--- config.mk ---
export PLATFORM = sky130hd
export DESIGN_NAME = sc_regbank_seqctrl
export DESIGN_NICKNAME = d
export VERILOG_FILES = /design/src/rtl/sc_regbank_seqctrl.sv
export SDC_FILE = /design/constraint.sdc
export NUM_CORES = 1
export LEC_CHECK = 0
export ABC_AREA = 1
export ABC_CLOCK_PERIOD_IN_PS = 1650
export BUFFER_PORTS_ARGS = -buffer_cell sky130_fd_sc_hd__clkbuf_2
export CAP_MARGIN = 10
export CORE_ASPECT_RATIO = 0.8
export CORE_MARGIN = 10
export CORE_UTILIZATION = 45
export DETAILED_ROUTE_END_ITERATION = 8
export GPL_ROUTABILITY_DRIVEN = 1
export PLACE_DENSITY = 0.75
export SYNTH_ARGS = -nofsm -noshare
export SYNTH_HDL_FRONTEND = slang
export SYNTH_SLANG_ARGS = --single-unit
--- constraint.sdc ---
create_clock -name SC_RegBANKCTRL_CLOCK_50 -period 1.65 [get_ports SC_RegBANKCTRL_CLOCK_50]
set_input_delay 0.495 -clock SC_RegBANKCTRL_CLOCK_50 [delete_from_list [all_inputs] [get_ports SC_RegBANKCTRL_CLOCK_50]]
set_output_delay 0.495 -clock SC_RegBANKCTRL_CLOCK_50 [all_outputs]
set_load 0.03 [all_outputs]
--- src/rtl/sc_regbank_seqctrl.sv ---
// Register-bank transfer sequencer.
// Accepts one register-transfer request at a time, then drives one-hot read-bus
// enables, an ALU start pulse and a one-hot write strobe in a fixed cycle order
// so that no two registers ever drive the same bus.
module sc_regbank_seqctrl #(
  parameter int NREGS   = 8,
  parameter int SELW    = 3,
  parameter int ALU_LAT = 1
) (
  input  logic             SC_RegBANKCTRL_CLOCK_50,
  input  logic             SC_RegBANKCTRL_RESET_InLow,
  input  logic             Req_Valid,
  output logic             Req_Ready,
  input  logic [SELW-1:0]  Req_SelA,
  input  logic [SELW-1:0]  Req_SelB,
  input  logic [SELW-1:0]  Req_SelDest,
  input  logic [1:0]       Req_Mode,
  output logic [NREGS-1:0] EnableBus_A,
  output logic [NREGS-1:0] EnableBus_B,
  output logic [NREGS-1:0] Write_Strobe,
  output logic             ALU_Start,
  output logic             Busy,
  output logic             Done,
  output logic             Error
);

  typedef enum logic [2:0] {
    S_IDLE  = 3'd0,
    S_READ  = 3'd1,
    S_EXEC  = 3'd2,
    S_WRITE = 3'd3,
    S_DONE  = 3'd4,
    S_ERR   = 3'd5
  } state_t;

  localparam logic [1:0] M_ALU  = 2'b00;
  localparam logic [1:0] M_MOVE = 2'b01;
  localparam logic [1:0] M_READ = 2'b10;
  localparam logic [1:0] M_RSV  = 2'b11;

  state_t          state_q, state_d;
  logic [SELW-1:0] sel_a_q, sel_a_d;
  logic [SELW-1:0] sel_b_q, sel_b_d;
  logic [SELW-1:0] sel_dest_q, sel_dest_d;
  logic [1:0]      mode_q, mode_d;
  logic [3:0]      cnt_q, cnt_d;
  logic            req_bad;

  // True when a register index does not name a register in the bank.
  function automatic logic idx_bad(input logic [SELW-1:0] s);
    return 32'(s) >= 32'(NREGS);
  endfunction

  // One-hot decode of a (known valid) register index.
  function automatic logic [NREGS-1:0] onehot(input logic [SELW-1:0] s);
    logic [NREGS-1:0] v;
    v    = '0;
    v[0] = 1'b1;
    return v << s;
  endfunction

  // Request legality: SelB only matters for ALU, SelDest only for ALU/MOVE.
  always_comb begin
    req_bad = 1'b0;
    if (Req_Mode == M_RSV)                              req_bad = 1'b1;
    if (idx_bad(Req_SelA))                              req_bad = 1'b1;
    if ((Req_Mode == M_ALU) && idx_bad(Req_SelB))       req_bad = 1'b1;
    if ((Req_Mode != M_READ) && idx_bad(Req_SelDest))   req_bad = 1'b1;
  end

  // State, latched request fields and EXEC counter; reset clears everything.
  always_ff @(posedge SC_RegBANKCTRL_CLOCK_50 or negedge SC_RegBANKCTRL_RESET_InLow) begin
    if (!SC_RegBANKCTRL_RESET_InLow) begin
      state_q    <= S_IDLE;
      sel_a_q    <= '0;
      sel_b_q    <= '0;
      sel_dest_q <= '0;
      mode_q     <= '0;
      cnt_q      <= '0;
    end else begin
      state_q    <= state_d;
      sel_a_q    <= sel_a_d;
      sel_b_q    <= sel_b_d;
      sel_dest_q <= sel_dest_d;
      mode_q     <= mode_d;
      cnt_q      <= cnt_d;
    end
  end

  // Next-state logic: fields latch only on acceptance in IDLE.
  always_comb begin
    state_d    = state_q;
    sel_a_d    = sel_a_q;
    sel_b_d    = sel_b_q;
    sel_dest_d = sel_dest_q;
    mode_d     = mode_q;
    cnt_d      = cnt_q;
    case (state_q)
      S_IDLE: begin
        if (Req_Valid) begin
          sel_a_d    = Req_SelA;
          sel_b_d    = Req_SelB;
          sel_dest_d = Req_SelDest;
          mode_d     = Req_Mode;
          state_d    = req_bad ? S_ERR : S_READ;
        end
      end
      S_READ: begin
        if ((mode_q == M_ALU) && (ALU_LAT > 0)) begin
          state_d = S_EXEC;
          cnt_d   = 4'(ALU_LAT - 1);
        end else if (mode_q == M_READ) begin
          state_d = S_DONE;
        end else begin
          state_d = S_WRITE;
        end
      end
      S_EXEC: begin
        if (cnt_q == 4'd0) state_d = S_WRITE;
        else               cnt_d   = cnt_q - 4'd1;
      end
      S_WRITE: state_d = S_DONE;
      S_DONE:  state_d = S_IDLE;
      S_ERR:   state_d = S_IDLE;
      default: state_d = S_IDLE;
    endcase
  end

  // Outputs decoded from state only, so reset drops them without waiting for a clock.
  always_comb begin
    EnableBus_A  = '0;
    EnableBus_B  = '0;
    Write_Strobe = '0;
    ALU_Start    = 1'b0;
    Done         = 1'b0;
    Error        = 1'b0;
    Busy         = (state_q != S_IDLE);
    Req_Ready    = (state_q == S_IDLE);
    case (state_q)
      S_READ, S_EXEC, S_WRITE: begin
        EnableBus_A = onehot(sel_a_q);
        if (mode_q == M_ALU) EnableBus_B = onehot(sel_b_q);
        if (state_q == S_READ)  ALU_Start    = 1'b1;
        if (state_q == S_WRITE) Write_Strobe = onehot(sel_dest_q);
      end
      S_DONE:  Done  = 1'b1;
      S_ERR:   Error = 1'b1;
      default: ;
    endcase
  end

endmodule

Word-level counts from Yosys, hierarchy flattened:

Cells that the tools add are included.

* add/subtract/negate cells: 1
* multiply operators: 0
* div/mod/pow operators: 0
* magnitude comparators: 0
* equal/unequal tests: 11
* shift-type cells: 3
* multiplexer cells: 19
* bitwise gates (word level): 0
* reduce and logical (&&, ||, !) cells: 9

Operators with widths (number)
* $mux W8: 5
* $shl A1 B3 Y8 const A: 3
* $mux W3: 5
* $pmux W3 S4: 1
* $mux W4: 2
* $ne A2 B2 Y1 const B: 4
* $pmux W4 S2: 1
* $eq A3 B2 Y1 const B: 2
* $eq A3 B3 Y1 const B: 2
* $mux W1: 5
* $eq A2 B2 Y1 const B: 2
* $logic_not A4 Y1: 1
* $reduce_and A2 Y1: 2
* $sub A4 B1 Y4 const B: 1
* $eq A3 B1 Y1 const B: 1
* $logic_not A3 Y1: 1
* $reduce_and A3 Y1: 1
* $reduce_bool A3 Y1: 1
* $reduce_or A3 Y1: 1
* $logic_not A2 Y1: 1
* $reduce_bool A2 Y1: 1

* bits in registers: 18
* bits in latches: 0
* memory bits (writable): 0
* bits in read-only memories: 0
* input bits: 14
* output and inout bits: 29
* word-level logic and storage cells: 49
* memories kept: 0

Depth between registers and ports, before layout:

* word-level depth: 5
* depth in mapped cells: 8
* mapped depth without buffers: 8

Least setup slack after synthesis:

Ideal clock, no wire load.

* path kind: reg2out
* from: reg state_q[1]
* to: out Write_Strobe[0]
* arrival time: 1.343 ns
* data required time: 1.155 ns
* setup slack: -0.188 ns
* cell stages (with the launch flop): 6
* cell sequence: dfrtp_1 > inv_1 > nor2_2 > nand2_1 > or2_4 > nor2_1

* longest elaborated chain between the ends: 3
* elaborated cells on any way between the ends: 6

RTL lines
* start, declared: line 41 `state_t state_q, state_d;`
* start signal, assigned: line 81 `state_q <= state_d;`
* $eq A3 B1 Y1, or another cell as far along: line 139 `case (state_q)`
* $reduce_or A3 Y1 or $mux W8 (tied branches)
* $mux W8 *: line 139
* end, declared: line 20 `output logic [NREGS-1:0] Write_Strobe,`

Every way passes the cells marked *; elsewhere a longest branch is shown, timed or not.

Worst setup path after layout:

* from: reg state_q[1]
* to: out Write_Strobe[2]

The elaborated chain is that of the path after synthesis.

==> results.ini <==
[timing]
slew_headroom_pct = 68.8
finClkSkew_ns = 0.00431
period_share_pct = 124
min_period_ns = 2.04
max_freq_mhz = 489
finalSetupViolCount = 29
grt_setup_unrepaired = true
whs_ns = 0.125
worst_slew_pin_slew_ns = 0.468
finalHoldViolations = 0
setup_slack_ns = -0.395
maxSlewViolCount = 0

[floorplan]
die_w_um = 75.1
dieArea_um2 = 4810
rows = 15
start_util_pct = 48.9
die_h_um = 64.1
core_area_um2 = 2230
io_pins = 43

[yosys]
synth_seq_cells = 18
netlist_area_um2 = 1090
yosys_warnings = 0
yosysSeqAreaShare_pct = 41.2
synth_cells = 153
synth_nets = 169
synth_cell_types = 22
syn_avg_cell_area_um2 = 7.14

[place]
placed_cell_area_um2 = 1430
io_buffer_count = 42
hpwl_mm = 2.49
place.gp.congestion = 0.828

[clock_tree]
clk_latency_ns = 0.30
cts_inserted_buffers = 3
path_clk_slew_ns = 0.10
htreeDepth = 1
cts.sink_count = 18
root_buffer = clkbuf_4
cts_buffer_depth = 2
cts_tree = yes

[setup_path]
reg2regPathDepth = 8
rrSetupSlack_ns = 0.12
cp-startpoint = state_q[1]$_DFFE_PN0P_
critical_path.endpoint = Write_Strobe[2]
end_kind = primary output
reg2reg_to = sel_dest_q[1]$_DFFE_PN0P_
timing.rr.start = state_q[1]$_DFFE_PN0P_
critPathKind = reg -> out
arrival_ns = 1.55
cp.required_ns = 1.15
cp-start-kind = register
crit_path_max_fanout = 4

[grt]
busiest_layer = met2
grt_util_met1_pct = 15.3
grt_overflow = 0
grt_pass1_vias = 1243
grt_max_degree = 20
grtUsageMet2_pct = 25.9
grt_pass1_wl_mm = 5.63
grt.total_usage_pct = 14.7
antenna_found_initial = 0
globalRouteMet3Util_pct = 7.10

[cells_and_area]
final_nets = 228
diodes = 0
design_area_um2 = 1800
drive_gt1_share_pct = 49.5
area_growth_pct = 65.1

[detailed_routing]
drtIter0Drc = 101
wl_per_cell_um = 15.6
viasPerCell = 5.42
vias = 1273
antenna_left = 0
drc_errors = 0
first_pass_iters = 4
wl_mm = 3.67

[power]
power_density_nw_per_um2 = 1730
peakVddDrop_v = 0.00107
p_leak_nw = 0.895

[run]
drv_cap = 0

[hold_path]
hold_class = in -> async

[run_status]
status = finished, violations left
violations = negative setup slack

area by class of cell:
class	count	area, um2
Sequential cell	18	452
Fill cell	140	430
Tap cell	25	31.3
Clock buffer	3	22.5
Multi-Input combinational cell	117	708
Inverter	17	71.3
Timing Repair Buffer	55	518
synth_stat cells:
| cell type | instances | area, um2 |
|---|---|---|
| inv_2 | 1 | 3.75 |
| ha_1 | 2 | 25.0 |
| nand2_2 | 2 | 12.5 |
| nor2_1 | 43 | 161 |
| inv_1 | 15 | 56.3 |
| nand2_1 | 35 | 131 |
| nand4_1 | 1 | 6.26 |
| nor3_1 | 2 | 10.0 |
| xnor2_1 | 1 | 8.76 |
| inv_4 | 1 | 6.26 |
| dfrtp_1 | 18 | 450 |
| a21oi_2 | 7 | 61.3 |
| or2_4 | 1 | 8.76 |
| nand3_2 | 1 | 10.0 |
| nand3b_1 | 2 | 15.0 |
| o21ai_0 | 2 | 10.0 |
| nor2_2 | 2 | 12.5 |
| buf_6 | 1 | 11.3 |
| nand2_4 | 1 | 11.3 |
| a21oi_1 | 2 | 10.0 |
| nor3_2 | 1 | 10.0 |
| nand3_1 | 12 | 60.1 |
power breakdown:
group | leakage, nW | switching (mW) | internal, mW
clock | 0.0138 | 0.134 | 0.0852
combinational | 0.667 | 1.32 | 0.782
sequential | 0.214 | 0.176 | 0.628
total | 0.895 | 1.63 | 1.50
layout by cell type (no fill, tap or decap), types with 5 or more instances in the layout:
master,count
a21oi_2,7
nand2_1,32
buf_4,13
clkbuf_8,15
buf_8,5
nor2_4,7
dfrtp_1,17
nor2_2,14
nand2_2,5
nand3_1,10
nor2_1,24
clkbuf_2,15
inv_1,13
clkbuf_4,7
repair_timing:
action                                  CTS  global route
endpoints found under the setup margin   29            29
pin swaps                                 3             3
gates cloned                              0             0
hold buffers                              0             0
buffers inserted                          3             1
hold endpoints to repair                  0             0
resized for setup                        71            19
logic make-up after synthesis:
logic type,count (synthesis),share of synthesized area [%]
AND/OR/NAND/NOR,103,41.1
AO/OA/AOI/OAI,11,7.45
adder cells (fa/ha/maj),2,2.29
flip-flops,18,41.2
buffers and inverters,18,7.10
XOR/XNOR,1,0.802
metrics by stage:
stage | util [%] | cells | total power [mW] | setup TNS (ns) | setup slack [ns]
after floorplan | - | 153 | 1.92 | -1.26 | -0.0847
after global placement | 63.8 | 228 | 2.37 | -0.249 | -0.0646
after detailed placement | 63.8 | 228 | 2.42 | -0.386 | -0.0811
after CTS | 78.4 | 234 | 2.96 | -6.83 | -0.332
after global routing | 80.7 | 235 | 3.35 | -10.07 | -0.450
final | 80.7 | 235 | 3.12 | -7.83 | -0.395
flip-flops by register name, summed over array words and instances, names as in the netlist:
signal      count
cnt_q           4
sel_a_q         3
sel_b_q         3
sel_dest_q      3
state_q         3
mode_q          2
critical path: stages, from the launching register on:
cell and delay, ns:
dfrtp_1 0.41, inv_2 0.07, nor2_4 0.13, nand2_2 0.07, or2_4 0.28, nor2_2 0.13
clkbuf_8 0.17
how the worst min path moves through the flow:
stage	start	to	slack, ns	cells past startpoint
2_1_floorplan	SC_RegBANKCTRL_RESET_InLow	cnt_q[0]$_DFFE_PN0P_	0.20	0
3_3_place_gp	SC_RegBANKCTRL_RESET_InLow	state_q[1]$_DFFE_PN0P_	0.46	1
3_5_place_dp	SC_RegBANKCTRL_RESET_InLow	state_q[0]$_DFFE_PN0P_	0.46	1
4_1_cts	SC_RegBANKCTRL_RESET_InLow	state_q[0]$_DFFE_PN0P_	0.14	1
5_1_grt	SC_RegBANKCTRL_RESET_InLow	cnt_q[1]$_DFFE_PN0P_	0.15	1
6_report	SC_RegBANKCTRL_RESET_InLow	state_q[0]$_DFFE_PN0P_	0.13	1
metal layers:
| layer | vias to the layer above | routed length [um] | part of all wire (%) |
|---|---|---|---|
| li1 | 596 | - | - |
| met1 | 604 | 1360 | 37 |
| met2 | 63 | 1890 | 52 |
| met3 | 10 | 350 | 9.5 |
| met4 | 0 | 63 | 1.7 |
| met5 | - | 0 | 0 |
Note: power is estimated with default switching activity, not from simulation.
